<file path="config.mk">
export PLATFORM = sky130hd
export DESIGN_NAME = ones_checksum_acc
export DESIGN_NICKNAME = d
export VERILOG_FILES = /design/src/rtl/ones_pkg.sv /design/src/rtl/ones_add.sv /design/src/rtl/ones_checksum_acc.sv
export SDC_FILE = /design/constraint.sdc
export NUM_CORES = 1
export LEC_CHECK = 0
export CAP_MARGIN = 20
export CORE_MARGIN = 2
export CORE_UTILIZATION = 50
export CTS_CLUSTER_SIZE = 16
export DETAILED_ROUTE_END_ITERATION = 6
export PLACE_DENSITY = 0.76
export SYNTH_ARGS = -nofsm -noshare
export SYNTH_HDL_FRONTEND = slang
export SYNTH_SLANG_ARGS = --single-unit
export TNS_END_PERCENT = 30
</file>
<file path="constraint.sdc">
create_clock -name clk -period 4.7 [get_ports clk]
set_input_delay 0.47 -clock clk [delete_from_list [all_inputs] [get_ports clk]]
set_output_delay 0.47 -clock clk [all_outputs]
set_load 0.01 [all_outputs]
</file>
<file path="src/rtl/ones_pkg.sv">
`default_nettype none
// ============================================================================
//  Module      : ones_pkg
//  Description : Shared constants and state type for the ones' complement
//                checksum accumulator.
//  Revision    : 1.0 - initial release
// ============================================================================
package ones_pkg;

    // Default data width of the accumulator datapath
    localparam int c_WIDTH_DEFAULT = 8;

    // Width of the packet word counter and its saturation value
    localparam int         c_LEN_W   = 8;
    localparam logic [7:0] c_LEN_MAX = 8'hFF;

    // Accumulator FSM: collecting words, or holding a finished result
    typedef enum logic [0:0] {
        ACC  = 1'b0,
        DONE = 1'b1
    } state_t;

endpackage : ones_pkg
`default_nettype wire

</file>
<file path="src/rtl/ones_add.sv">
`default_nettype none
// ============================================================================
//  Module      : ones_add
//  Description : Combinational ones' complement adder with end-around carry.
//  Revision    : 1.0 - initial release
// ============================================================================
module ones_add
    import ones_pkg::*;
#(
    parameter int WIDTH = c_WIDTH_DEFAULT
) (
    input  logic [WIDTH-1:0] a,
    input  logic [WIDTH-1:0] b,
    output logic [WIDTH-1:0] sum
);

    logic [WIDTH:0] w_total;

    // Full-width add, then fold the carry back into bit 0. The folded add
    // cannot carry again, so the upper bit is simply dropped.
    always_comb begin
        w_total = {1'b0, a} + {1'b0, b};
        sum     = w_total[WIDTH-1:0] + {{(WIDTH-1){1'b0}}, w_total[WIDTH]};
    end

endmodule : ones_add
`default_nettype wire

</file>
<file path="src/rtl/ones_checksum_acc.sv">
`default_nettype none
// ============================================================================
//  Module      : ones_checksum_acc
//  Description : Streams packet words in, accumulates their ones' complement
//                sum and presents the complemented checksum plus a saturating
//                word count once the last word of the packet is taken.
//  Revision    : 1.0 - initial release
// ============================================================================
module ones_checksum_acc
    import ones_pkg::*;
#(
    parameter int WIDTH = c_WIDTH_DEFAULT
) (
    input  logic               clk,
    input  logic               rst_n,
    input  logic               in_valid,
    input  logic [WIDTH-1:0]   in_data,
    input  logic               in_last,
    output logic               in_ready,
    output logic               out_valid,
    input  logic               out_ready,
    output logic [WIDTH-1:0]   out_sum,
    output logic [c_LEN_W-1:0] out_len
);

    state_t             r_state;
    state_t             w_state_next;
    logic [WIDTH-1:0]   r_sum;
    logic [c_LEN_W-1:0] r_cnt;
    logic [WIDTH-1:0]   r_out_sum;
    logic [c_LEN_W-1:0] r_out_len;

    logic [WIDTH-1:0]   w_sum_next;
    logic [c_LEN_W-1:0] w_cnt_next;
    logic               w_accept;

    // Running sum plus the incoming word, with end-around carry
    ones_add #(
        .WIDTH (WIDTH)
    ) u_add (
        .a   (r_sum),
        .b   (in_data),
        .sum (w_sum_next)
    );

    // Handshake and counter increment derived from the current state
    always_comb begin
        in_ready   = (r_state == ACC);
        out_valid  = (r_state == DONE);
        w_accept   = in_valid && (r_state == ACC);
        w_cnt_next = (r_cnt == c_LEN_MAX) ? r_cnt : r_cnt + 8'd1;
    end

    // Next-state: leave ACC on the last accepted word, leave DONE on consume
    always_comb begin
        w_state_next = r_state;
        case (r_state)
            ACC:     if (w_accept && in_last) w_state_next = DONE;
            DONE:    if (out_ready)           w_state_next = ACC;
            default: w_state_next = ACC;
        endcase
    end

    // State register; reset always returns to collecting
    always_ff @(posedge clk) begin
        if (!rst_n) r_state <= ACC;
        else        r_state <= w_state_next;
    end

    // Accumulator, counter and result registers
    always_ff @(posedge clk) begin
        if (!rst_n) begin
            r_sum     <= '0;
            r_cnt     <= '0;
            r_out_sum <= '0;
            r_out_len <= '0;
        end else begin
            case (r_state)
                ACC: begin
                    if (w_accept) begin
                        r_sum <= w_sum_next;
                        r_cnt <= w_cnt_next;
                        if (in_last) begin
                            r_out_sum <= ~w_sum_next;
                            r_out_len <= w_cnt_next;
                        end
                    end
                end
                DONE: begin
                    // Result stays put; clear the accumulator for the next packet
                    if (out_ready) begin
                        r_sum <= '0;
                        r_cnt <= '0;
                    end
                end
                default: begin
                    r_sum <= '0;
                    r_cnt <= '0;
                end
            endcase
        end
    end

    assign out_sum = r_out_sum;
    assign out_len = r_out_len;

endmodule : ones_checksum_acc
`default_nettype wire

</file>
==> out/results.tsv, run 1 <==
stage	metric	value	unit
status	outcome	complete, no violations	
power	max-vdd-ir-drop	221.2	uV
yosys	synth.distinct_cells	47	
yosys	synth-warning-count	0	
cts	clk_path_buf_depth	2	
min_path	hold_path.class	reg2reg	
cts	h-tree-depth	2	
sta	fin_skew	0.002149	ns
sta	min_period	3.455	ns
yosys	synth-adder-area-share	8.491	%
yosys	avgSynthCellArea	8.800	um2
yosys	synth_compound_area_share	20.35	%
cts	clk_latency	0.28	ns
yosys	synth_ff_type	dfxtp_1	
sta	setup_tns	0	ns
routing	routed_wl	3807	um
routing	drt_pass1_iterations	4	
placement	place.gp.congestion	0.9242	
setup_path	endpoint_kind	flop	
setup_path	worstPathArrival	3.63	ns
cts	cts_resized	0	
global_routing	antenna_found_initial	0	
setup_path	crit_start	in_data[0]	
sta	max_freq	289.5	MHz
yosys	yosys.area_share.simple	23.11	%
power	p_per_area	350.2	mW/mm2
cells_and_area	syn2layout_area_growth	23.45	%
yosys	syn_area	0.001857	mm2
sta	slew_viol_final	0	
floorplanning	initial_core_util	51.49	%
setup_path	worstPathMaxFanout	3	
floorplanning	row_count	22	
sta	setup_violations	0	
setup_path	cp-start-kind	input pin	
yosys	synth_xor_xnor_area_share	7.951	%
yosys	synth-edff-count	0	
sta	hold_viol_final	0	
cts	cts_root_buffer	clkbuf_8	
power	power_leakage	0.9718	nW
cts	clk_pin_slew	0.07	ns
global_routing	grt_util_met3	5.035	%
floorplanning	fp.dieW	64.94	um
global_routing	grt-busiest-layer	met2	
yosys	syn_nets	236	
global_routing	grt_max_degree	37	
routing	via_count	1552	
yosys	ys_async_sr_fraction	0	%
sta	worst_pin_slew	0.9640	ns
routing	ant_nets	0	
cells_and_area	fillers	305	
global_routing	use_met1	27.90	%
global_routing	grt_pass1_wl	6768	um
setup_path	regToRegSetupSlack	1.55	ns
global_routing	grt_usage	20.65	%
run	maxCapViolCount	0	
routing	drtIter0Drc	64	
placement	io_buffer_count	30	
yosys	seq_area_frac_synth	35.58	%
placement	place_hpwl	2626	um
routing	wl_per_cell	13.13	um
cts	numCtsBuffers	5	
global_routing	overflow	0	
cts	cts_setup_buffers	0	
cells_and_area	antennaDiodeCount	0	
global_routing	grtUsageMet2	31.44	%
floorplanning	ioPinCount	31	
yosys	synth_top_family_by_area	simple AND/OR/NAND/NOR gates	
routing	drc	0	
cts	cts.sinks	33	
floorplanning	die_height	64.94	um
cells_and_area	design_area	0.002292	mm2
yosys	netlist_instances	211	
global_routing	grt_pass1_vias	1467	
cells_and_area	register_area	660.6	um2
yosys	ys_ff_latch	33	
routing	via_per_inst	5.352	
setup_path	worst_r2r_startpoint	r_sum[0]	
cells_and_area	drive_gt1_share	6.612	%
floorplanning	die_area	0.004217	mm2
placement	place_area	0.002176	mm2
cells_and_area	multiInputGateArea	0.001132	mm2
setup_path	worstSetupPathType	in2reg	
cells_and_area	nets	266	
yosys	synthMuxAreaShare	1.078	%
floorplanning	core_area	0.003606	mm2
min_path	worstHoldStart	out_sum[5]	
sta	rsz0062_at_grt	no	
cts	cts_tree	built	
sta	finalCritPeriodShare	73.50	%
setup_path	crit_required	4.88	ns
cts	ctsHoldBuffers	0	
sta	relSlewSlack	35.60	%
## layout by cell type, fill, tap and decap left out, types with 2 or more instances in the layout
cell             netlist  final
a21o_1                 2      2
a21oi_1               11     11
a22oi_1                4      4
a32o_1                 3      3
and2_1                12     12
and3_1                 4      4
buf_4                  1      2
clkbuf_8               1      6
clkdlybuf4s50_1        0     30
dfxtp_1               33     33
ha_1                  11     11
inv_1                  2      2
mux2i_1                2      2
nand2_1               25     25
nand2b_1               2      2
nand3_1               10     10
nor2_1                 8      8
nor2b_1                8      8
nor3_1                 2      2
o211a_1                6      6
o21ai_0               19     19
o21bai_1               2      2
xnor2_1                8      8
xor2_1                 7      7
## layout make-up
type,count,area share [%]
inverters,2,0.3275
multi-input cells,167,49.40
clock inverters,1,1.310
clock buffers,7,3.766
flip-flops and latches,33,28.82
well taps,48,2.620
repair buffers,32,13.76
## critical path, cell delays in order
cell and delay [ns]:
clkdlybuf4s50_1 0.40, ha_1 0.22, fa_1 0.43, a211oi_1 0.26, o21bai_1 0.12, a21oi_2 0.20
and2b_1 0.19, o21ai_0 0.14, nand2b_1 0.08, ha_1 0.21, ha_1 0.20, and3_1 0.17
and3_1 0.20, xnor2_1 0.13, a32o_1 0.20
## per-stage QoR
stage	hold slack, ns	util [%]	setup WS [ns]	power (mW)	std cells
floorplan	0.4730	-	1.538	0.4709	211
global placement	0.4564	60.34	1.023	0.5307	282
detailed placement	0.4707	60.34	0.9480	0.5321	282
CTS	0.4804	63.57	1.234	0.8092	290
global route	0.5178	63.57	1.052	0.8523	290
finish	0.4781	63.57	1.245	0.8027	290
## worst paths after layout
check / end / cells past startpoint
worst min-delay path: out_sum[5] / 2
worst max register to register: r_sum[6] / 14
worst max-delay path: r_sum[6] / 15
worst min register to register: out_sum[5] / 2
## power by group
group	internal, mW	switching [mW]
Combinational	0.101	0.111
Clock	0.173	0.102
Sequential	0.302	0.0138
Total	0.576	0.226
## cell families (layout without fill, tap and decap cells)
logic type      count (synthesis)  count (layout)
xor+xnor                       16              16
mux                             2               2
fa+ha+maj                      12              12
buf+inv                        11              42
compound gates                 56              56
flops                          33              33
simple gates                   81              81
## cell usage after synthesis, types with 2 or more instances
cell | number | area [um2]
a21o_1 | 2 | 15.01
a21oi_1 | 11 | 55.05
a22oi_1 | 4 | 30.03
a32o_1 | 3 | 30.03
and2_1 | 12 | 75.07
and3_1 | 4 | 25.02
clkbuf_1 | 5 | 18.77
dfxtp_1 | 33 | 660.6
ha_1 | 11 | 137.6
inv_1 | 2 | 7.510
mux2i_1 | 2 | 20.02
nand2_1 | 25 | 93.84
nand2b_1 | 2 | 12.51
nand3_1 | 10 | 50.05
nor2_1 | 8 | 30.03
nor2b_1 | 8 | 50.05
nor3_1 | 2 | 10.01
o211a_1 | 6 | 60.06
o21ai_0 | 19 | 95.09
o21bai_1 | 2 | 15.01
xnor2_1 | 8 | 70.07
xor2_1 | 7 | 61.31
## routing by layer
metal | share of wire (%) | up-vias
li1 | - | 808
met1 | 51 | 697
met2 | 42 | 41
met3 | 4.6 | 6
met4 | 1.7 | 0
met5 | 0 | -
## flip-flops by register name, summed over array words and instances, names as in the netlist
register	cells
out_sum	8
r_cnt	8
out_len	8
r_sum	8
out_valid	1
Note: power is estimated with default switching activity, not from simulation.
==> run 2, diff against run 1 <==
clock period = 3.6 ns   (was 4.7 ns; I/O delays follow)
==> out/results.tsv, run 2 (same netlist as run 1, synthesis figures left out) <==
stage	metric	value	unit	change
sta	hold_viol_final	0		unchanged
sta	hold_slack	0.4643	ns	-0.01377 ns
cells_and_area	nets	270		+1.5%
placement	place_hpwl	2793	um	+6.4%
power	p_total	1.004	mW	+25%
cells_and_area	mostFrequentLayoutCell	dfxtp_1		
routing	drtIter0Drc	66		+3.1%
cells_and_area	finalNonFillerCells	294		+1.4%
placement	place.gp.congestion	0.9072		-1.8%
power	intPower	704.9	uW	+22%
cts	cts_setup_buffers	0		unchanged
floorplanning	initial_core_util	51.49	%	unchanged
global_routing	grt_pass1_wl	6789	um	+0.31%
sta	worst_pin_slew	0.5773	ns	-0.3866 ns
floorplanning	ioPinCount	31		unchanged
min_path	hold_path.class	reg2reg		
cts	cts_root_buffer	clkbuf_8		
run	maxCapViolCount	0		unchanged
cts	h-tree-depth	2		unchanged
routing	drc	0		unchanged
floorplanning	core_area	0.003606	mm2	unchanged
floorplanning	row_count	22		unchanged
setup_path	cp-start-kind	input pin		
global_routing	grt_usage	20.73	%	+0.080 points
global_routing	antenna_found_initial	0		unchanged
setup_path	worstSetupPathType	in2reg		
global_routing	grt_max_degree	21		-43%
sta	setup_tns	0	ns	unchanged
power	seq_power_share	41.1	%	+1.8 points
routing	wl_per_cell	13.33	um	+1.6%
cells_and_area	drive_gt1_share	8.537	%	+1.9 points
routing	drt_pass1_iterations	5		+1
global_routing	overflow	0		unchanged
cells_and_area	final_core_util	63.98	%	+0.42 points
cts	clk_path_buf_depth	2		unchanged
cells_and_area	design_area	0.002307	mm2	+0.65%
placement	pre_cts_ws	0.05096	ns	-0.8971 ns
sta	fin_skew	0.005899	ns	+0.003750 ns
setup_path	worstPathArrival	3.48	ns	-0.15 ns
sta	finalCritPeriodShare	91.68	%	
power	p_comb_share	28.3	%	+1.9 points
global_routing	grt_pass1_vias	1504		+2.5%
placement	place_area	0.002206	mm2	+1.4%
power	pwr-share-clk	30.6	%	-3.6 points
cells_and_area	layout_common_cells	dfxtp_1 (33), clkdlybuf4s50_1 (30), nand2_1 (25), o21ai_0 (19), and2_1 (12)		
sta	max_freq	303.0	MHz	
sta	setup_slack	0.2996	ns	-0.9459 ns
sta	setup_violations	0		unchanged
routing	ant_nets	0		unchanged
sta	relSlewSlack	61.39	%	+26 points
placement	io_buffer_count	30		unchanged
cts	cts_resized	0		unchanged
cts	clk_pin_slew	0.07	ns	about the same
routing	via_count	1591		+2.5%
power	max-vdd-ir-drop	304.6	uV	+38%
sta	min_period	3.300	ns	
cts	ctsHoldBuffers	0		unchanged
cells_and_area	syn2layout_area_growth	24.26	%	
setup_path	crit_required	3.78	ns	-1.10 ns
floorplanning	die_height	64.94	um	unchanged
floorplanning	fp.dieW	64.94	um	unchanged
setup_path	worstPathMaxFanout	3		unchanged
routing	routed_wl	3920	um	+3.0%
setup_path	endpoint_kind	flop		
power	switching_power	299.3	uW	+32%
cts	cts_tree	built		
power	power_leakage	0.9872	nW	+1.6%
cts	numCtsBuffers	5		unchanged
status	outcome	complete, no violations		
routing	via_per_inst	5.412		+1.1%
cts	clk_latency	0.28	ns	about the same
cts	cts.sinks	33		unchanged
sta	rsz0062_at_grt	no		
sta	slew_viol_final	0		unchanged
placement	dp.cells	286		+1.4%
floorplanning	die_area	0.004217	mm2	unchanged
power	p_per_area	435.3	mW/mm2	+24%
cells_and_area	antennaDiodeCount	0		unchanged
power	swShare	29.80	%	+1.6 points
[run 2: cell types whose count changed in the layout (fill, tap and decap cells not counted)]
cell,before,now
bufinv_16,1,0
clkbuf_8,6,7
clkinv_2,0,1
clkbuf_1,1,0
buf_4,2,6
[run 2: path summary, 6_finish.rpt]
path	depth (start not counted)	end	from	slack, ns
setup / recovery	15	r_sum[6]	in_data[0]	0.30
hold reg to reg	2	out_sum[4]	out_sum[4]	0.46
setup reg to reg	14	r_sum[6]	r_sum[0]	0.49
hold / removal	2	out_sum[4]	out_sum[4]	0.46
[run 2: power groups by stage]
| stage | combinational, mW | clock [mW] | sequential (mW) |
|---|---|---|---|
| final | 0.285 | 0.307 | 0.412 |
| after global routing | 0.316 | 0.331 | 0.416 |
| after CTS | 0.284 | 0.311 | 0.412 |
| after detailed placement | 0.281 | 0 | 0.421 |
| after global placement | 0.280 | 0 | 0.420 |
| after floorplan | 0.192 | 0 | 0.423 |
[run 2: metal layers]
metal | wire, um | global-route usage, % | share of wire [%]
met5 | 0 | 0 | 0
met4 | 42 | 7.979 | 1.1
met3 | 164 | 4.167 | 4.2
met2 | 1785 | 33.38 | 46
met1 | 1928 | 27.24 | 49
[run 2: worst max-delay path, cell delays in order]
cell and delay [ns]:
clkdlybuf4s50_1 0.40, ha_1 0.22, fa_1 0.39, a211oi_1 0.27, o21bai_1 0.13, a21oi_2 0.16, and2b_1 0.18, o21ai_0 0.17
nand2b_1 0.09, ha_1 0.21, ha_1 0.20, and3_1 0.17, and3_1 0.20, xnor2_1 0.13, a32o_1 0.20
[run 2: layout make-up]
class	instances	area [um2]
repair buffers	36	345.3
clock inverters	1	5.005
flip-flops and latches	33	660.6
inverters	2	7.507
fillers	342	1299
multi-input cells	167	1132
clock buffers	7	96.34
well taps	48	60.06
